$ cat src/rtl/apb_text_console.sv
// Purpose : APB master that turns a character stream into {colour,char} writes on an 80x30 text map.
// Latency : printable char -> SETUP next cycle, ACCESS after that, ends on pready; control codes take 1 cycle.
// Backpres: char_ready_o low whenever a transfer or clear is in flight; APB waits on apb_pready_i.
//
// Ports: clk_i/rst_i (sync, active-high); char_valid_i/char_i/color_i/char_ready_o request side;
//        clr_req_i clear-screen pulse; busy_o, cursor_col_o, cursor_row_o, err_o status;
//        apb_* standard APB master write signals.
// Optional: define APB_TEXT_CONSOLE_TIMEOUT_EN to abandon ACCESS after TIMEOUT_CYCLES without pready.
module apb_text_console #(
  parameter int unsigned APB_ADDR_WIDTH = 13,
  parameter int unsigned APB_DATA_WIDTH = 32,
  parameter int unsigned ADDR_SHIFT     = 0,
  parameter int unsigned COLS           = 80,
  parameter int unsigned ROWS           = 30,
  parameter int unsigned TIMEOUT_CYCLES = 255
) (
  input  logic                      clk_i,
  input  logic                      rst_i,
  input  logic                      char_valid_i,
  input  logic [7:0]                char_i,
  input  logic [7:0]                color_i,
  output logic                      char_ready_o,
  input  logic                      clr_req_i,
  output logic                      busy_o,
  output logic [6:0]                cursor_col_o,
  output logic [4:0]                cursor_row_o,
  output logic                      err_o,
  output logic [APB_ADDR_WIDTH-1:0] apb_paddr_o,
  output logic [APB_DATA_WIDTH-1:0] apb_pwdata_o,
  output logic                      apb_pwrite_o,
  output logic                      apb_psel_o,
  output logic                      apb_penable_o,
  input  logic                      apb_pready_i,
  input  logic                      apb_pslverr_i
);

  localparam int unsigned CELLS   = COLS * ROWS;
  localparam int unsigned IDX_W   = $clog2(CELLS);
  localparam int unsigned AFULL_W = IDX_W + ADDR_SHIFT;
  localparam logic [6:0]  COL_LAST = 7'(COLS - 1);
  localparam logic [4:0]  ROW_LAST = 5'(ROWS - 1);

  // Cursor registers are 7/5 bits wide and the data word carries 16 payload bits.
  if (COLS < 1 || COLS > 128 || ROWS < 1 || ROWS > 32 ||
      APB_DATA_WIDTH < 16 || TIMEOUT_CYCLES < 1) begin : g_bad_cfg
    $error("apb_text_console: unsupported parameter set");
  end

  typedef enum logic [1:0] {IDLE, SETUP, ACCESS, CLR_NEXT} state_t;

  state_t           r_state;
  state_t           w_next;
  logic [6:0]       r_col;
  logic [4:0]       r_row;
  logic [IDX_W-1:0] r_idx;
  logic [15:0]      r_data;
  logic             r_clr;
  logic             r_err;

  logic             w_idle;
  logic             w_clr_start;
  logic             w_accept;
  logic             w_printable;
  logic             w_timeout;
  logic             w_xfer_done;
  logic             w_last_cell;
  logic [IDX_W-1:0] w_cell_idx;
  logic [4:0]       w_row_inc;
  logic [AFULL_W-1:0] w_addr_full;

  assign w_idle      = (r_state == IDLE);
  // Clear wins over a character presented in the same cycle.
  assign w_clr_start = w_idle && clr_req_i;
  assign w_accept    = w_idle && char_valid_i && !clr_req_i;
  assign w_printable = (char_i >= 8'h20) && (char_i <= 8'h7E);
  assign w_xfer_done = (r_state == ACCESS) && (apb_pready_i || w_timeout);
  assign w_last_cell = (r_idx == IDX_W'(CELLS - 1));
  assign w_cell_idx  = IDX_W'(r_row) * IDX_W'(COLS) + IDX_W'(r_col);
  // No scrolling: the row simply wraps back to the top.
  assign w_row_inc   = (r_row == ROW_LAST) ? 5'd0 : r_row + 5'd1;

`ifdef APB_TEXT_CONSOLE_TIMEOUT_EN
  localparam int unsigned TMO_W = (TIMEOUT_CYCLES > 1) ? $clog2(TIMEOUT_CYCLES) : 1;
  logic [TMO_W-1:0] r_tmo;

  // Counts ACCESS cycles already spent; fires on the last permitted one.
  always_ff @(posedge clk_i) begin
    if (rst_i || r_state != ACCESS) begin
      r_tmo <= '0;
    end else if (!w_timeout) begin
      r_tmo <= r_tmo + TMO_W'(1);
    end
  end

  assign w_timeout = !apb_pready_i && (r_tmo == TMO_W'(TIMEOUT_CYCLES - 1));
`else
  assign w_timeout = 1'b0;
`endif

  // State register
  always_ff @(posedge clk_i) begin
    if (rst_i) begin
      r_state <= IDLE;
    end else begin
      r_state <= w_next;
    end
  end

  // Next-state logic
  always_comb begin
    w_next = r_state;
    case (r_state)
      IDLE: begin
        if (w_clr_start || (w_accept && w_printable)) begin
          w_next = SETUP;
        end
      end
      SETUP:    w_next = ACCESS;
      ACCESS: begin
        if (w_xfer_done) begin
          w_next = r_clr ? CLR_NEXT : IDLE;
        end
      end
      CLR_NEXT: w_next = w_last_cell ? IDLE : SETUP;
      default:  w_next = IDLE;
    endcase
  end

  // Cursor, transfer payload and error flag
  always_ff @(posedge clk_i) begin
    if (rst_i) begin
      r_col  <= '0;
      r_row  <= '0;
      r_idx  <= '0;
      r_data <= '0;
      r_clr  <= 1'b0;
      r_err  <= 1'b0;
    end else begin
      case (r_state)
        IDLE: begin
          if (w_clr_start) begin
            r_data <= {color_i, 8'h20};
            r_idx  <= '0;
            r_clr  <= 1'b1;
          end else if (w_accept) begin
            if (w_printable) begin
              r_data <= {color_i, char_i};
              r_idx  <= w_cell_idx;
              r_clr  <= 1'b0;
            end else begin
              case (char_i)
                8'h0A: begin
                  r_col <= '0;
                  r_row <= w_row_inc;
                end
                8'h0D: r_col <= '0;
                8'h08: if (r_col != '0) r_col <= r_col - 7'd1;
                default: ;
              endcase
            end
          end
        end
        ACCESS: begin
          if (w_xfer_done) begin
            if ((apb_pready_i && apb_pslverr_i) || w_timeout) begin
              r_err <= 1'b1;
            end
            if (!r_clr) begin
              if (r_col == COL_LAST) begin
                r_col <= '0;
                r_row <= w_row_inc;
              end else begin
                r_col <= r_col + 7'd1;
              end
            end
          end
        end
        CLR_NEXT: begin
          if (w_last_cell) begin
            r_col <= '0;
            r_row <= '0;
          end else begin
            r_idx <= r_idx + IDX_W'(1);
          end
        end
        default: ;
      endcase
    end
  end

  // Excess high address bits beyond APB_ADDR_WIDTH are dropped by the cast.
  assign w_addr_full   = AFULL_W'(r_idx) << ADDR_SHIFT;
  assign apb_paddr_o   = APB_ADDR_WIDTH'(w_addr_full);
  assign apb_pwdata_o  = APB_DATA_WIDTH'(r_data);
  assign apb_psel_o    = (r_state == SETUP) || (r_state == ACCESS);
  assign apb_penable_o = (r_state == ACCESS);
  assign apb_pwrite_o  = apb_psel_o;

  assign char_ready_o  = !rst_i && w_idle && !clr_req_i;
  assign busy_o        = !w_idle;
  assign cursor_col_o  = r_col;
  assign cursor_row_o  = r_row;
  assign err_o         = r_err;

endmodule

$ cat config.mk
export PLATFORM = sky130hd
export DESIGN_NAME = apb_text_console
export DESIGN_NICKNAME = d
export VERILOG_FILES = /design/src/rtl/apb_text_console.sv
export SDC_FILE = /design/constraint.sdc
export NUM_CORES = 1
export LEC_CHECK = 0
export BUFFER_PORTS_ARGS = -buffer_cell sky130_fd_sc_hd__buf_2
export CAP_MARGIN = 0
export CORE_UTILIZATION = 52
export CTS_CLUSTER_SIZE = 40
export DETAILED_ROUTE_END_ITERATION = 10
export GPL_ROUTABILITY_DRIVEN = 0
export HOLD_SLACK_MARGIN = 0.03
export PLACE_DENSITY = 0.79
export RECOVER_POWER = 100
export SLEW_MARGIN = 20
export SYNTH_ARGS = -nofsm -noshare
export SYNTH_HDL_FRONTEND = slang
export SYNTH_SLANG_ARGS = --single-unit
$ cat constraint.sdc
create_clock -name clk_i -period 5.6 [get_ports clk_i]
set_input_delay 0.84 -clock clk_i [delete_from_list [all_inputs] [get_ports clk_i]]
set_output_delay 0.84 -clock clk_i [all_outputs]
set_load 0.1 [all_outputs]
==> flow_summary.toml, run 1 <==
[status]
status = "complete, but fails checks"
violations = "max-capacitance violations, max-slew violations"

[timing]
fin_crit_ns = 3.63
clock.fmax_mhz = 276
hold_viol = 0
slew-limit-headroom_pct = -21.1
clock_skew_ns = 0.00644
tns_ns = 0
finalCritPeriodShare_pct = 64.8
rsz0062_at_grt = "false"
tightestPinTransition_ns = 1.82
slew_violations = 40
fin_ws_ns = 1.97
setup_viol = 0

[setup_path]
worstSetupEndpointType = "output port"
cp_slowest_cell = "clkbuf_1"
reg2reg_slack_ns = 2.01
critPathMaxStageDelay_ns = 1.27
path_cells = "clkbuf_1 > nor3_1 > clkbuf_1"
crit_family = "buffers and inverters"
cp_num_buf_inv = 2
cp.required_ns = 4.76
cp_max_fo = 39
path_common_cell = "clkbuf_1"
critPathKind = "primary input to output port"
cp-start-kind = "primary input"
cp.arrival_ns = 2.79

[layout]
area_growth_pct = 9.85
nFillCells = 552
final_common_cell = "clkbuf_1"
post-route-util_pct = 60.3
final_layout_size_suffix_gt1_share_pct = 8.31
diodes = 0
fin_nets = 488
final_cell_mix = "clkbuf_1, dfxtp_1, a21oi_1"

[synthesis]
async_flop_share_pct = 0
netlist_area_um2 = 3100
syn_inst = 388
synth-seq-cells = 44
ys_types = 64
ys_seq_area_share_pct = 28.4
ys_warn_count = 0
dominantRegCellSynth = "dfxtp_1"
syn_area_per_cell_um2 = 7.99
synth_edf_count = 0

[global_routing]
overflow = 0
grt_max_degree = 40
grt_pass1_vias = 2865
grt.total_usage_pct = 25.8
grt_pass1_wl_um = 13000
antenna_found_initial = 0

[cts]
cts.sinks = 44
post-cts-setup-buffers = 0
h-tree-depth = 2
clock-root-buffer = "clkbuf_8"
cts-hold-fix-buffers = 0
cts-resized-gates = 0
cts_tree = "yes"
clk_latency_ns = 0.30
cts_buffers = 5
cts_buffer_depth = 2
clk_pin_slew_ns = 0.10

[die]
floorplan.initialDensity_pct = 54.9
boundaryPins = 85
coreArea_um2 = 5640
fp.dieW_um = 79.2
dieArea_um2 = 6270
core.rowCount = 27
die_height_um = 79.2

[power_and_ir_drop]
p_per_area_nw_per_um2 = 376
static-leakage-power_nw = 1.36
peakVddDrop_mv = 0.308

[placed_design]
io_buffers = 67
dpl_worst_slack_ns = 2.85
hpwl_um = 5580

[drt]
ant_nets = 0
wl_per_cell_um = 15.0
first_pass_iters = 4
wl_um = 7760
num_vias = 3075
route.detailed.drc = 0
avgViaCountPerCell = 5.95
drt-initial-drc-count = 147

[min_path]
hold_class = "flip-flop to flip-flop"

[run]
maxCapViolCount = 1
[kinds of logic after synthesis]
logic type	synth area share, %
AND/OR/NAND/NOR	25.2
adder cells (fa/ha/maj)	9.37
other	0.121
buffers and inverters	8.88
XOR/XNOR	2.70
AO/OA/AOI/OAI	22.4
flip-flops	28.4
multiplexers	2.91
[per-stage QoR]
stage | hold slack [ns] | cells | total power, mW | area, µm²
after floorplan | 0.442 | 404 | 0.978 | 3160
after global placement | 0.447 | 509 | 1.07 | 3400
after detailed placement | 0.457 | 509 | 1.08 | 3400
after CTS | 0.472 | 517 | 1.30 | 3490
after global routing | 0.504 | 517 | 1.35 | 3400
final | 0.470 | 517 | 1.28 | 3400
[layout make-up]
type | count | area [µm²] | area share (%)
multi-input cells | 306 | 1980 | 58.3
flip-flops and latches | 44 | 881 | 25.9
repair buffers | 69 | 288 | 8.45
well taps | 72 | 90.1 | 2.65
clock buffers | 5 | 68.8 | 2.02
inverters | 18 | 67.6 | 1.98
clock inverters | 3 | 26.3 | 0.772
[cell usage after synthesis (all sizes together), types with 6 or more instances]
cell type | instances | area (µm²)
dfxtp | 44 | 881
a21oi | 39 | 195
nand2 | 32 | 120
buf | 22 | 154
nand3 | 22 | 110
ha | 20 | 250
nor2 | 20 | 75.1
inv | 18 | 67.6
o21ai | 18 | 90.1
nor3 | 15 | 75.1
clkbuf | 14 | 53.8
mux2i | 9 | 90.1
o31ai | 9 | 81.3
a31oi | 7 | 50.1
and2 | 6 | 37.5
nand2b | 6 | 37.5
nand4 | 6 | 43.8
nor4 | 6 | 37.5
[path summary, 6_finish.rpt]
check,to,depth (start not counted),startpoint
max,char_ready_o,3,rst_i
min,r_data[8],2,r_data[8]
min reg2reg,r_data[8],2,r_data[8]
max reg2reg,r_idx[0],8,r_state[0]
[worst register-to-register path, stage by stage, from the launching register on]
cell	delay [ns]
dfxtp_1	0.35
inv_1	0.16
ha_1	0.34
nor2b_1	0.24
o2111ai_2	0.14
clkbuf_1	0.46
a221oi_1	1.33
mux2i_1	0.29
o32ai_1	0.10
[flip-flops by register name, indices dropped and copies added, names as in the netlist]
name          flops
r_state           2
r_idx            12
r_data           16
cursor_row_o      5
cursor_col_o      7
err_o             1
r_clr             1
[per-layer routing]
layer	share of wire (%)	track usage [%]
met1	47	33.2
met2	46	42.9
met3	5.6	4.25
met4	1.2	9.64
met5	0	0
[power breakdown]
part / switching [mW] / internal, mW / total [mW]
registers: 0.0390 / 0.344 / 0.383
logic: 0.556 / 0.126 / 0.683
clock network: 0.124 / 0.0920 / 0.216
Power figures use the tool's default switching activity.
==> run 2, diff against run 1 <==
--- a/config.mk
+++ b/config.mk
@@ -7,12 +7,12 @@
 export LEC_CHECK = 0
 export BUFFER_PORTS_ARGS = -buffer_cell sky130_fd_sc_hd__buf_2
 export CAP_MARGIN = 0
-export CORE_UTILIZATION = 52
+export CORE_UTILIZATION = 48
 export CTS_CLUSTER_SIZE = 40
 export DETAILED_ROUTE_END_ITERATION = 10
 export GPL_ROUTABILITY_DRIVEN = 0
 export HOLD_SLACK_MARGIN = 0.03
-export PLACE_DENSITY = 0.79
+export PLACE_DENSITY = 0.77
 export RECOVER_POWER = 100
 export SLEW_MARGIN = 20
 export SYNTH_ARGS = -nofsm -noshare
==> constraint.sdc (replaced) <==
create_clock -name clk_i -period 3 [get_ports clk_i]
set_input_delay 0.45 -clock clk_i [delete_from_list [all_inputs] [get_ports clk_i]]
set_output_delay 0.45 -clock clk_i [all_outputs]
set_load 0.1 [all_outputs]
==> run 2 against run 1 <==
Net effect:
- the flow now finishes without violations
- sequential power rose by 85%
- setup slack got worse by 1.6 ns
- worst hold slack got worse by 0.10 ns
- clock power rose by 120%
- sequential share of layout area fell by 0.45 points
- combinational power rose by 89%
==> flow_summary.toml, run 2 (synthesized netlist as in run 1, its figures left out) <==
[timing]
setup_viol = 0
tns_ns = 0
slew-limit-headroom_pct = 20.0
finalCritPeriodShare_pct = 89.0
slew_violations = 0
clock.fmax_mhz = 375
tightestPinTransition_ns = 1.20
fin_crit_ns = 2.67
clock_skew_ns = 0.00493
rsz0062_at_grt = "false"
hold_viol = 0

[drt]
drt-initial-drc-count = 215
avgViaCountPerCell = 5.86
route.detailed.drc = 0
num_vias = 3078
wl_per_cell_um = 14.8
ant_nets = 0
wl_um = 7790
first_pass_iters = 4

[power_and_ir_drop]
p_comb_share_pct = 51.9
peakVddDrop_mv = 0.522
switching_share_pct = 54.2
p_sw_mw = 1.34
p_per_area_nw_per_um2 = 711
seq_power_share_pct = 28.6
pwr-share-clk_pct = 19.5
p_int_mw = 1.14
static-leakage-power_nw = 1.40

[layout]
largest_register_ffs = 16
nFillCells = 600
top_register = "r_data"
layout.cells.non_filler = 525
area_growth_pct = 12.4
final_common_cell = "clkbuf_1"
seqCellArea_um2 = 886
fin_nets = 493
post-route-util_pct = 57.5
final_cell_mix = "clkbuf_1, dfxtp_1, a21oi_1"
multi_input_area_um2 = 2000
final_layout_size_suffix_gt1_share_pct = 10.7
diodes = 0

[global_routing]
overflow = 0
antenna_found_initial = 0
grt_pass1_vias = 2726
grt_max_degree = 25
grt_pass1_wl_um = 12400
grt.total_usage_pct = 23.7

[placed_design]
io_buffers = 67
dp_cells = 517
hpwl_um = 5740

[setup_path]
critPathMaxStageDelay_ns = 0.64
cp.arrival_ns = 2.91
cp_slowest_cell = "or4b_2"
cp.required_ns = 3.24
cp_max_fo = 8
worstSetupEndpointType = "flip-flop"
path_common_cell = "ha_1"
path_cells = "ha_1 > ha_1 > inv_1 > fa_1 > or4b_2 > nor4_1 > o31ai_1 > a21oi_1"
cp-start-kind = "flip-flop"
critPathKind = "flip-flop to flip-flop"

[die]
dieArea_um2 = 6780
boundaryPins = 85
fp.dieW_um = 82.4
coreArea_um2 = 6060
core.rowCount = 28
die_height_um = 82.4
floorplan.initialDensity_pct = 51.1

[cts]
cts_buffers = 5
post-cts-setup-buffers = 0
cts-hold-fix-buffers = 0
clk_latency_ns = 0.31
clock-root-buffer = "clkbuf_8"
cts_buffer_depth = 2
cts_tree = "yes"
cts.sinks = 44
h-tree-depth = 2
cts-resized-gates = 0
clk_pin_slew_ns = 0.09

[status]
status = "complete, no violations"

[run]
maxCapViolCount = 0

[min_path]
hold_class = "primary input to flip-flop"
run 2: final timing paths:
kind                    from         to  slack [ns]  depth (start not counted)
max          cursor_row_o[1]  r_idx[11]        0.33                          8
min               color_i[0]  r_data[8]        0.37                          3
max reg2reg  cursor_row_o[1]  r_idx[11]        0.33                          8
min reg2reg            r_clr      r_clr        0.46                          2
run 2: worst max-delay path: cells and delay by family, from the launching register on:
family / cells / cell delay (ns)
flip-flops: 1 / 0.49
AO/OA/AOI/OAI: 2 / 0.26
adder cells (fa/ha/maj): 3 / 0.97
buffers and inverters: 1 / 0.06
AND/OR/NAND/NOR: 2 / 0.83
run 2: power groups by stage:
| stage | Combinational [mW] | Clock, mW | Sequential (mW) |
|---|---|---|---|
| CTS | 1.32 | 0.488 | 0.708 |
| finish | 1.29 | 0.482 | 0.709 |
| global placement | 1.31 | 0 | 0.716 |
| floorplan | 0.786 | 0 | 1.04 |
| detailed placement | 1.32 | 0 | 0.721 |
| global route | 1.36 | 0.513 | 0.720 |
run 2: layout make-up:
type,count,area share [%]
inverters,18,1.94
clock inverters,3,1.33
flip-flops and latches,44,25.4
repair buffers,74,9.19
multi-input cells,306,57.5
well taps,75,2.69
clock buffers,5,1.97
run 2: per-stage QoR:
stage	power [mW]	setup WS (ns)	hold WS (ns)	cell area (µm²)
after floorplan	1.83	0.0832	0.442	3170
after global placement	2.02	0.488	0.444	3450
after detailed placement	2.04	0.438	0.453	3450
after CTS	2.52	0.412	0.366	3570
after global routing	2.59	0.192	0.378	3480
final	2.48	0.330	0.370	3480
run 2: metal layers:
| layer | vias to the layer above | global-route usage [%] | wire, µm |
|---|---|---|---|
| met1 | 1421 | 30.8 | 3510 |
| met2 | 125 | 39.2 | 3530 |
| met3 | 14 | 4.73 | 610 |
| li1 | 1518 | - | - |
| met5 | - | 0 | 0 |
| met4 | 0 | 7.72 | 139 |
